$ cat src/rtl/multicycle_main_control_if.sv
// Bundle between the multi-cycle main control FSM and the datapath / ALU control.
//   master : the control FSM (drives datapath controls, reads opcode and mem_ready)
//   slave  : the datapath side (drives opcode and mem_ready, reads controls)
// CNT_W sets the width of the retired-instruction counter and must match the
// CNT_W of the control module bound to this interface.
interface multicycle_main_control_if #(
  parameter int unsigned CNT_W = 16
);
  logic [5:0]       opcode;
  logic             mem_ready;
  logic             PCWrite;
  logic             PCWriteCond;
  logic             IorD;
  logic             MemRead;
  logic             MemWrite;
  logic             MemtoReg;
  logic             IRWrite;
  logic             RegWrite;
  logic             RegDst;
  logic             ALUSrcA;
  logic [1:0]       ALUSrcB;
  logic [1:0]       PCSource;
  logic [1:0]       ALUop;
  logic             addi;
  logic             instr_done;
  logic             illegal_op;
  logic [CNT_W-1:0] instr_count;
  logic [3:0]       state;

  modport master (
    input  opcode, mem_ready,
    output PCWrite, PCWriteCond, IorD, MemRead, MemWrite, MemtoReg, IRWrite, RegWrite,
           RegDst, ALUSrcA, ALUSrcB, PCSource, ALUop, addi, instr_done, illegal_op,
           instr_count, state
  );

  modport slave (
    output opcode, mem_ready,
    input  PCWrite, PCWriteCond, IorD, MemRead, MemWrite, MemtoReg, IRWrite, RegWrite,
           RegDst, ALUSrcA, ALUSrcB, PCSource, ALUop, addi, instr_done, illegal_op,
           instr_count, state
  );
endinterface

$ cat src/rtl/multicycle_main_control.sv
// Main control FSM for the multi-cycle MIPS datapath. Sequences fetch, decode,
// execute, memory and writeback, stalls on mem_ready, counts retired
// instructions and flags illegal opcodes (sticky until reset).
// Ports:
//   clk   : rising-edge clock
//   reset : synchronous, active-high
//   bus   : master side of multicycle_main_control_if (opcode/mem_ready in,
//           datapath controls, ALUop/addi, instr_done, illegal_op,
//           instr_count and debug state out)
module multicycle_main_control #(
  parameter int unsigned CNT_W = 16
) (
  input  logic                      clk,
  input  logic                      reset,
  multicycle_main_control_if.master bus
);

  typedef enum logic [3:0] {
    StFetch    = 4'd0,
    StDecode   = 4'd1,
    StMemAddr  = 4'd2,
    StMemRead  = 4'd3,
    StMemWb    = 4'd4,
    StMemWrite = 4'd5,
    StExecute  = 4'd6,
    StRtypeWb  = 4'd7,
    StBranch   = 4'd8,
    StJump     = 4'd9,
    StAddiExec = 4'd10,
    StAddiWb   = 4'd11
  } state_e;

  localparam logic [5:0] OpRtype = 6'b000000;
  localparam logic [5:0] OpLw    = 6'b100011;
  localparam logic [5:0] OpSw    = 6'b101011;
  localparam logic [5:0] OpBeq   = 6'b000100;
  localparam logic [5:0] OpJ     = 6'b000010;
  localparam logic [5:0] OpAddi  = 6'b001000;

  state_e           state_q, state_d;
  logic [5:0]       opcode_q, opcode_d;
  logic             illegal_q, illegal_d;
  logic [CNT_W-1:0] count_q, count_d;
  logic             done;

  always_comb begin
    state_d         = state_q;
    opcode_d        = opcode_q;
    illegal_d       = illegal_q;
    count_d         = count_q;
    done            = 1'b0;
    bus.PCWrite     = 1'b0;
    bus.PCWriteCond = 1'b0;
    bus.IorD        = 1'b0;
    bus.MemRead     = 1'b0;
    bus.MemWrite    = 1'b0;
    bus.MemtoReg    = 1'b0;
    bus.IRWrite     = 1'b0;
    bus.RegWrite    = 1'b0;
    bus.RegDst      = 1'b0;
    bus.ALUSrcA     = 1'b0;
    bus.ALUSrcB     = 2'b00;
    bus.PCSource    = 2'b00;
    bus.ALUop       = 2'b00;
    bus.addi        = 1'b0;

    case (state_q)
      StFetch: begin
        bus.MemRead = 1'b1;
        bus.ALUSrcB = 2'b01;
        bus.IRWrite = bus.mem_ready;
        bus.PCWrite = bus.mem_ready;
        if (bus.mem_ready) state_d = StDecode;
      end
      StDecode: begin
        bus.ALUSrcB = 2'b11;
        // Path is chosen from the live opcode here; later states use the latched copy.
        opcode_d    = bus.opcode;
        case (bus.opcode)
          OpLw, OpSw: state_d = StMemAddr;
          OpRtype:    state_d = StExecute;
          OpBeq:      state_d = StBranch;
          OpJ:        state_d = StJump;
          OpAddi:     state_d = StAddiExec;
          default: begin
            state_d   = StFetch;
            illegal_d = 1'b1;
          end
        endcase
      end
      StMemAddr: begin
        bus.ALUSrcA = 1'b1;
        bus.ALUSrcB = 2'b10;
        state_d     = (opcode_q == OpSw) ? StMemWrite : StMemRead;
      end
      StMemRead: begin
        bus.MemRead = 1'b1;
        bus.IorD    = 1'b1;
        if (bus.mem_ready) state_d = StMemWb;
      end
      StMemWb: begin
        bus.MemtoReg = 1'b1;
        bus.RegWrite = 1'b1;
        done         = 1'b1;
        state_d      = StFetch;
      end
      StMemWrite: begin
        bus.MemWrite = 1'b1;
        bus.IorD     = 1'b1;
        done         = bus.mem_ready;
        if (bus.mem_ready) state_d = StFetch;
      end
      StExecute: begin
        bus.ALUSrcA = 1'b1;
        bus.ALUop   = 2'b10;
        state_d     = StRtypeWb;
      end
      StRtypeWb: begin
        bus.RegDst   = 1'b1;
        bus.RegWrite = 1'b1;
        done         = 1'b1;
        state_d      = StFetch;
      end
      StBranch: begin
        bus.ALUSrcA     = 1'b1;
        bus.ALUop       = 2'b01;
        bus.PCWriteCond = 1'b1;
        bus.PCSource    = 2'b01;
        done            = 1'b1;
        state_d         = StFetch;
      end
      StJump: begin
        bus.PCWrite  = 1'b1;
        bus.PCSource = 2'b10;
        done         = 1'b1;
        state_d      = StFetch;
      end
      StAddiExec: begin
        bus.ALUSrcA = 1'b1;
        bus.ALUSrcB = 2'b10;
        bus.ALUop   = 2'b10;
        bus.addi    = 1'b1;
        state_d     = StAddiWb;
      end
      StAddiWb: begin
        bus.RegWrite = 1'b1;
        done         = 1'b1;
        state_d      = StFetch;
      end
      default: state_d = StFetch;  // unreachable encodings recover to fetch
    endcase

    if (done) count_d = count_q + 1'b1;

    // Suppress every side-effecting strobe while reset is held.
    if (reset) begin
      bus.PCWrite     = 1'b0;
      bus.PCWriteCond = 1'b0;
      bus.MemWrite    = 1'b0;
      bus.MemRead     = 1'b0;
      bus.IRWrite     = 1'b0;
      bus.RegWrite    = 1'b0;
      done            = 1'b0;
    end
    bus.instr_done = done;
  end

  always_ff @(posedge clk) begin
    if (reset) begin
      state_q   <= StFetch;
      opcode_q  <= 6'b000000;
      illegal_q <= 1'b0;
      count_q   <= '0;
    end else begin
      state_q   <= state_d;
      opcode_q  <= opcode_d;
      illegal_q <= illegal_d;
      count_q   <= count_d;
    end
  end

  assign bus.state       = state_q;
  assign bus.illegal_op  = illegal_q;
  assign bus.instr_count = count_q;

endmodule

$ cat src/flat_wrapper.sv
// flat-port wrapper written by rule: the top's interface ports become plain ports
module multicycle_main_control_flat 
#(
  parameter int unsigned CNT_W = 16
)
  (clk, reset, bus_opcode, bus_mem_ready, bus_PCWrite, bus_PCWriteCond, bus_IorD, bus_MemRead, bus_MemWrite, bus_MemtoReg, bus_IRWrite, bus_RegWrite, bus_RegDst, bus_ALUSrcA, bus_ALUSrcB, bus_PCSource, bus_ALUop, bus_addi, bus_instr_done, bus_illegal_op, bus_instr_count, bus_state);
  multicycle_main_control_if #(.CNT_W(CNT_W)) bus_i ();
  input  logic clk;
  input  logic reset;
  input wire logic [$bits(bus_i.opcode)-1:0] bus_opcode;
  input wire logic [$bits(bus_i.mem_ready)-1:0] bus_mem_ready;
  output wire logic [$bits(bus_i.PCWrite)-1:0] bus_PCWrite;
  output wire logic [$bits(bus_i.PCWriteCond)-1:0] bus_PCWriteCond;
  output wire logic [$bits(bus_i.IorD)-1:0] bus_IorD;
  output wire logic [$bits(bus_i.MemRead)-1:0] bus_MemRead;
  output wire logic [$bits(bus_i.MemWrite)-1:0] bus_MemWrite;
  output wire logic [$bits(bus_i.MemtoReg)-1:0] bus_MemtoReg;
  output wire logic [$bits(bus_i.IRWrite)-1:0] bus_IRWrite;
  output wire logic [$bits(bus_i.RegWrite)-1:0] bus_RegWrite;
  output wire logic [$bits(bus_i.RegDst)-1:0] bus_RegDst;
  output wire logic [$bits(bus_i.ALUSrcA)-1:0] bus_ALUSrcA;
  output wire logic [$bits(bus_i.ALUSrcB)-1:0] bus_ALUSrcB;
  output wire logic [$bits(bus_i.PCSource)-1:0] bus_PCSource;
  output wire logic [$bits(bus_i.ALUop)-1:0] bus_ALUop;
  output wire logic [$bits(bus_i.addi)-1:0] bus_addi;
  output wire logic [$bits(bus_i.instr_done)-1:0] bus_instr_done;
  output wire logic [$bits(bus_i.illegal_op)-1:0] bus_illegal_op;
  output wire logic [$bits(bus_i.instr_count)-1:0] bus_instr_count;
  output wire logic [$bits(bus_i.state)-1:0] bus_state;
  assign bus_i.opcode = bus_opcode;
  assign bus_i.mem_ready = bus_mem_ready;
  assign bus_PCWrite = bus_i.PCWrite;
  assign bus_PCWriteCond = bus_i.PCWriteCond;
  assign bus_IorD = bus_i.IorD;
  assign bus_MemRead = bus_i.MemRead;
  assign bus_MemWrite = bus_i.MemWrite;
  assign bus_MemtoReg = bus_i.MemtoReg;
  assign bus_IRWrite = bus_i.IRWrite;
  assign bus_RegWrite = bus_i.RegWrite;
  assign bus_RegDst = bus_i.RegDst;
  assign bus_ALUSrcA = bus_i.ALUSrcA;
  assign bus_ALUSrcB = bus_i.ALUSrcB;
  assign bus_PCSource = bus_i.PCSource;
  assign bus_ALUop = bus_i.ALUop;
  assign bus_addi = bus_i.addi;
  assign bus_instr_done = bus_i.instr_done;
  assign bus_illegal_op = bus_i.illegal_op;
  assign bus_instr_count = bus_i.instr_count;
  assign bus_state = bus_i.state;
  multicycle_main_control #(.CNT_W(CNT_W)) u_core (.clk(clk), .reset(reset), .bus(bus_i));
endmodule
$ cat config.mk
export PLATFORM = sky130hd
export DESIGN_NAME = multicycle_main_control_flat
export DESIGN_NICKNAME = d
export VERILOG_FILES = /design/src/rtl/multicycle_main_control_if.sv /design/src/rtl/multicycle_main_control.sv /design/src/flat_wrapper.sv
export SDC_FILE = /design/constraint.sdc
export NUM_CORES = 1
export LEC_CHECK = 0
export ABC_AREA = 1
export CAP_MARGIN = 20
export CORE_AREA = 2 2 61 68
export CTS_CLUSTER_DIAMETER = 120
export DETAILED_ROUTE_END_ITERATION = 16
export DIE_AREA = 0 0 63 70
export GPL_TIMING_DRIVEN = 0
export PLACE_DENSITY = 0.78
export SLEW_MARGIN = 20
export SYNTH_ARGS = -nofsm -noshare
export SYNTH_HDL_FRONTEND = slang
export SYNTH_SLANG_ARGS = --single-unit
$ cat constraint.sdc
create_clock -name clk -period 1.7 [get_ports clk]
set_input_delay 0.17 -clock clk [delete_from_list [all_inputs] [get_ports clk]]
set_output_delay 0.17 -clock clk [all_outputs]
set_load 0.005 [all_outputs]
==> summary.txt <==
Floorplanning
  – CORE AREA: 0.00381 sq mm
  – FP Rows: 24
  – Top Ports: 48
  – Die area: 0.00441 sq mm
  – Initial Util: 0.454
  – Die Y-Extent: about 70 um
  – Die W: between 60 and 70 um

GRT
  – Maximum number of pins on one net before global-route repair: 16
  – Global-route usage over all layers: 0.237
  – First-pass GRT wire length: 8520 um
  – Total gr overflow: 0
  – Number of global-route vias before repair: 1,986
  – Initial antenna violation count: 0

Timing
  – RSZ-0062 raised after global routing: true
  – Relative slew slack: 0.596
  – Hold Violations, Final: 0
  – Setup TNS: 0 ns
  – Final Setup Violations: 0
  – Clock skew: 0.00353 ns
  – Max Transition Viols Final: 0
  – Worst-Margin Slew: 0.606 ns
  – Final Cycle Share: 0.983
  – Crit path time final: around 1.7 ns
  – Max Fclk: 599 MHz

Critical path
  – CP peak stage delay: roughly 0.40 ns
  – Reg-to-reg startpoint: u_core.bus.state[1]$_SDFFE_PP0P_
  – Worst setup endpoint: bus_RegWrite
  – Critical Path Start Type: flip-flop
  – Crit. End Element: output pin
  – Family with the most delay on the worst path: buffers and inverters
  – Setup crit start: u_core.bus.state[1]$_SDFFE_PP0P_
  – R2R Setup Slk: 0.11 ns
  – Critical path type: reg -> out
  – Buffers & Inverters on Critical Path: 4
  – FF-to-FF path depth: 10
  – CP arrival: 1.50 ns
  – Worst Path Required: 1.53 ns
  – Stages on worst setup path: 8
  – RR Endpoint: u_core.bus.instr_count[3]$_SDFFE_PP0P_
  – CP max-delay cell: dfxtp_4
  – CP max FO: 5
  – Worst-path cell chain: inv_4 > nand2_8 > nor2_4 > buf_4 > o22ai_4 > buf_6 > nor2_1 > clkbuf_2

Yosys
  – Syn Area/Cell: 6.11 sq um
  – Seq/Total Area, Yosys: 0.312
  – Synthesized instance count: between 200 and 300
  – Cell Area, Synth: 0.00173 sq mm
  – Simple-Gate Fraction of Synth Area: 0.416
  – Yosys reg bits: 27
  – Post-synth EDFFs: 0
  – Post-synthesis mux area share: 0
  – Dominant synthesized flop cell: dfxtp_1
  – Post-synthesis compound-gate area fraction: 0.134
  – Share of synthesized registers carrying an async set or reset: 0
  – Mapped Nets: between 200 and 300
  – Post-Synth Adder-Cell Area: 0.00723
  – Largest family of logic cells by synthesized area: simple AND/OR/NAND/NOR gates
  – Synth Warn #: 0
  – Xor and xnor area share after synthesis: 0.0354
  – Distinct cells, synth: 28

Clock network
  – CTS Sinks: 27
  – Hold buffer count at CTS: 0
  – CTS clk-pin slew, worst paths: ~0.1 ns
  – CTS Buf Count: 3
  – Clk buf depth: 2
  – TritonCTS clock tree: yes
  – H-tree depth: 1
  – Root Driver: clkbuf_8
  – Clk_lat worst skew: 0.27 ns

Power
  – Combinational share of power: 0.184
  – Cell Int Power: about 920 uW
  – Worst vdd ir: 0.000325 V
  – Net Sw Frac: 0.290
  – Clock share of power: 0.292
  – Switch Pwr: 375 uW
  – Total power draw: 1300 uW
  – Lkg Pwr: about 0.0011 uW
  – Reg power frac: 0.524
  – PwrDens: 509 mW/mm^2

Route
  – Final wirelength: 5340 um
  – Vias: 2,118
  – Vias per inst: 5.31
  – Post-route DRC: 0
  – Routed Antenna Nets: 0
  – Drt first pass iters: 5
  – Initial DRC Count: approximately 180
  – WL/cell: 13.4 um

Placed design
  – Buffers on Ports: 46
  – Placed standard-cell area: 0.00226 sq mm
  – Placer congestion estimate: 0.921
  – Detailed placement HPWL: around 3500 um
  – Placed cells: around 380

Final layout
  – Most frequent cells in the layout: nand2_1, nor2_1, clkdlybuf4s50_1
  – Final #Nets: 358
  – Ratio of cells with drive above 1 in the final layout: 0.187
  – Commonest non-fill, non-tap cell in the layout: nand2_1
  – Cell area after layout: roughly 0.0025 sq mm
  – Area Overhead vs Synth: 47.1%
  – Diode count: 0
  – Fin cells: 399

Flow run
  – Maxcap violations: 0

Hold path
  – Worst hold path startpoint: reset
  – Type of the worst min-delay path: in -> reg

Run status
  – Status: complete, no violations
## layer usage
| metal | global-route usage | share of wire | vias to the layer above |
|---|---|---|---|
| li1 | - | - | 1045 |
| met1 | 0.261 | 0.40 | 966 |
| met2 | 0.441 | 0.52 | 92 |
| met3 | 0.0258 | 0.058 | 15 |
| met4 | 0.121 | 0.024 | 0 |
| met5 | 0 | 0 | - |
## per-stage QoR
stage	utilization	worst slack [ns]	hold WS, ns
after CTS	0.653	-0.0891	0.319
final	0.667	0.0297	0.315
after floorplan	-	0.330	0.305
after global placement	0.592	-0.230	0.448
after detailed placement	0.592	-0.230	0.455
after global routing	0.667	-0.0197	0.320
## worst min-delay path by stage
stage / slack (ns) / cells after the start / to
CTS: 0.32 / 2 / u_core.bus.illegal_op$_SDFFE_PP0P_
finish: 0.32 / 2 / u_core.bus.instr_count[13]$_SDFFE_PP0P_
global placement: 0.45 / 2 / u_core.bus.illegal_op$_SDFFE_PP0P_
floorplan: 0.30 / 2 / u_core.opcode_q[3]$_SDFFE_PP0P_
detailed placement: 0.45 / 2 / u_core.bus.illegal_op$_SDFFE_PP0P_
global route: 0.32 / 2 / u_core.bus.illegal_op$_SDFFE_PP0P_
## power groups by stage
stage               Sequential, uW  Clock [uW]  Combinational [uW]
global placement               688           0                 192
floorplan                      686           0                 106
global route                   682         403                 258
CTS                            674         379                 219
finish                         679         378                 239
detailed placement             689           0                 192
## cells by family (layout without fill, tap and decap cells)
family | Yosys count | after routing
flops | 27 | 27
fa+ha+maj | 1 | 1
xor+xnor | 7 | 7
simple gates | 168 | 168
buf+inv | 39 | 103
compound gates | 41 | 41
## layout make-up
type                    instances  area [sq um]
well taps                      52          65.1
multi-input cells             217          1150
clock buffers                   3          41.3
flip-flops and latches         27           556
clock inverters                 1          5.00
fillers                       326          1270
plain buffers                   8          52.6
repair buffers                 60           546
inverters                      31           134
## sequential cells by signal, indices dropped and copies added, names as in the netlist
| signal | flops |
|---|---|
| u_core.bus.state | 4 |
| u_core.bus.instr_count | 16 |
| u_core.opcode_q | 6 |
| u_core.bus.illegal_op | 1 |
## cells in the mapped netlist (3+ instances only)
| cell | count | area [sq um] |
|---|---|---|
| nand2_1 | 71 | 267 |
| nor2_1 | 50 | 188 |
| nand3_1 | 29 | 145 |
| inv_1 | 28 | 105 |
| dfxtp_1 | 27 | 541 |
| a21oi_1 | 23 | 115 |
| o21ai_0 | 12 | 60.1 |
| nand4_1 | 10 | 62.6 |
| xnor2_1 | 4 | 35.0 |
| clkbuf_1 | 3 | 11.3 |
| inv_2 | 3 | 11.3 |
| xor2_1 | 3 | 26.3 |
## timing repair
item                                    CTS  global route
cloned                                    0             0
hold endpoints to repair                  0             0
pin swaps                                10             5
gates resized for setup                  60            17
endpoints found under the setup margin   17             8
setup buffers                            12             2
(Power assumes the default switching activity.)
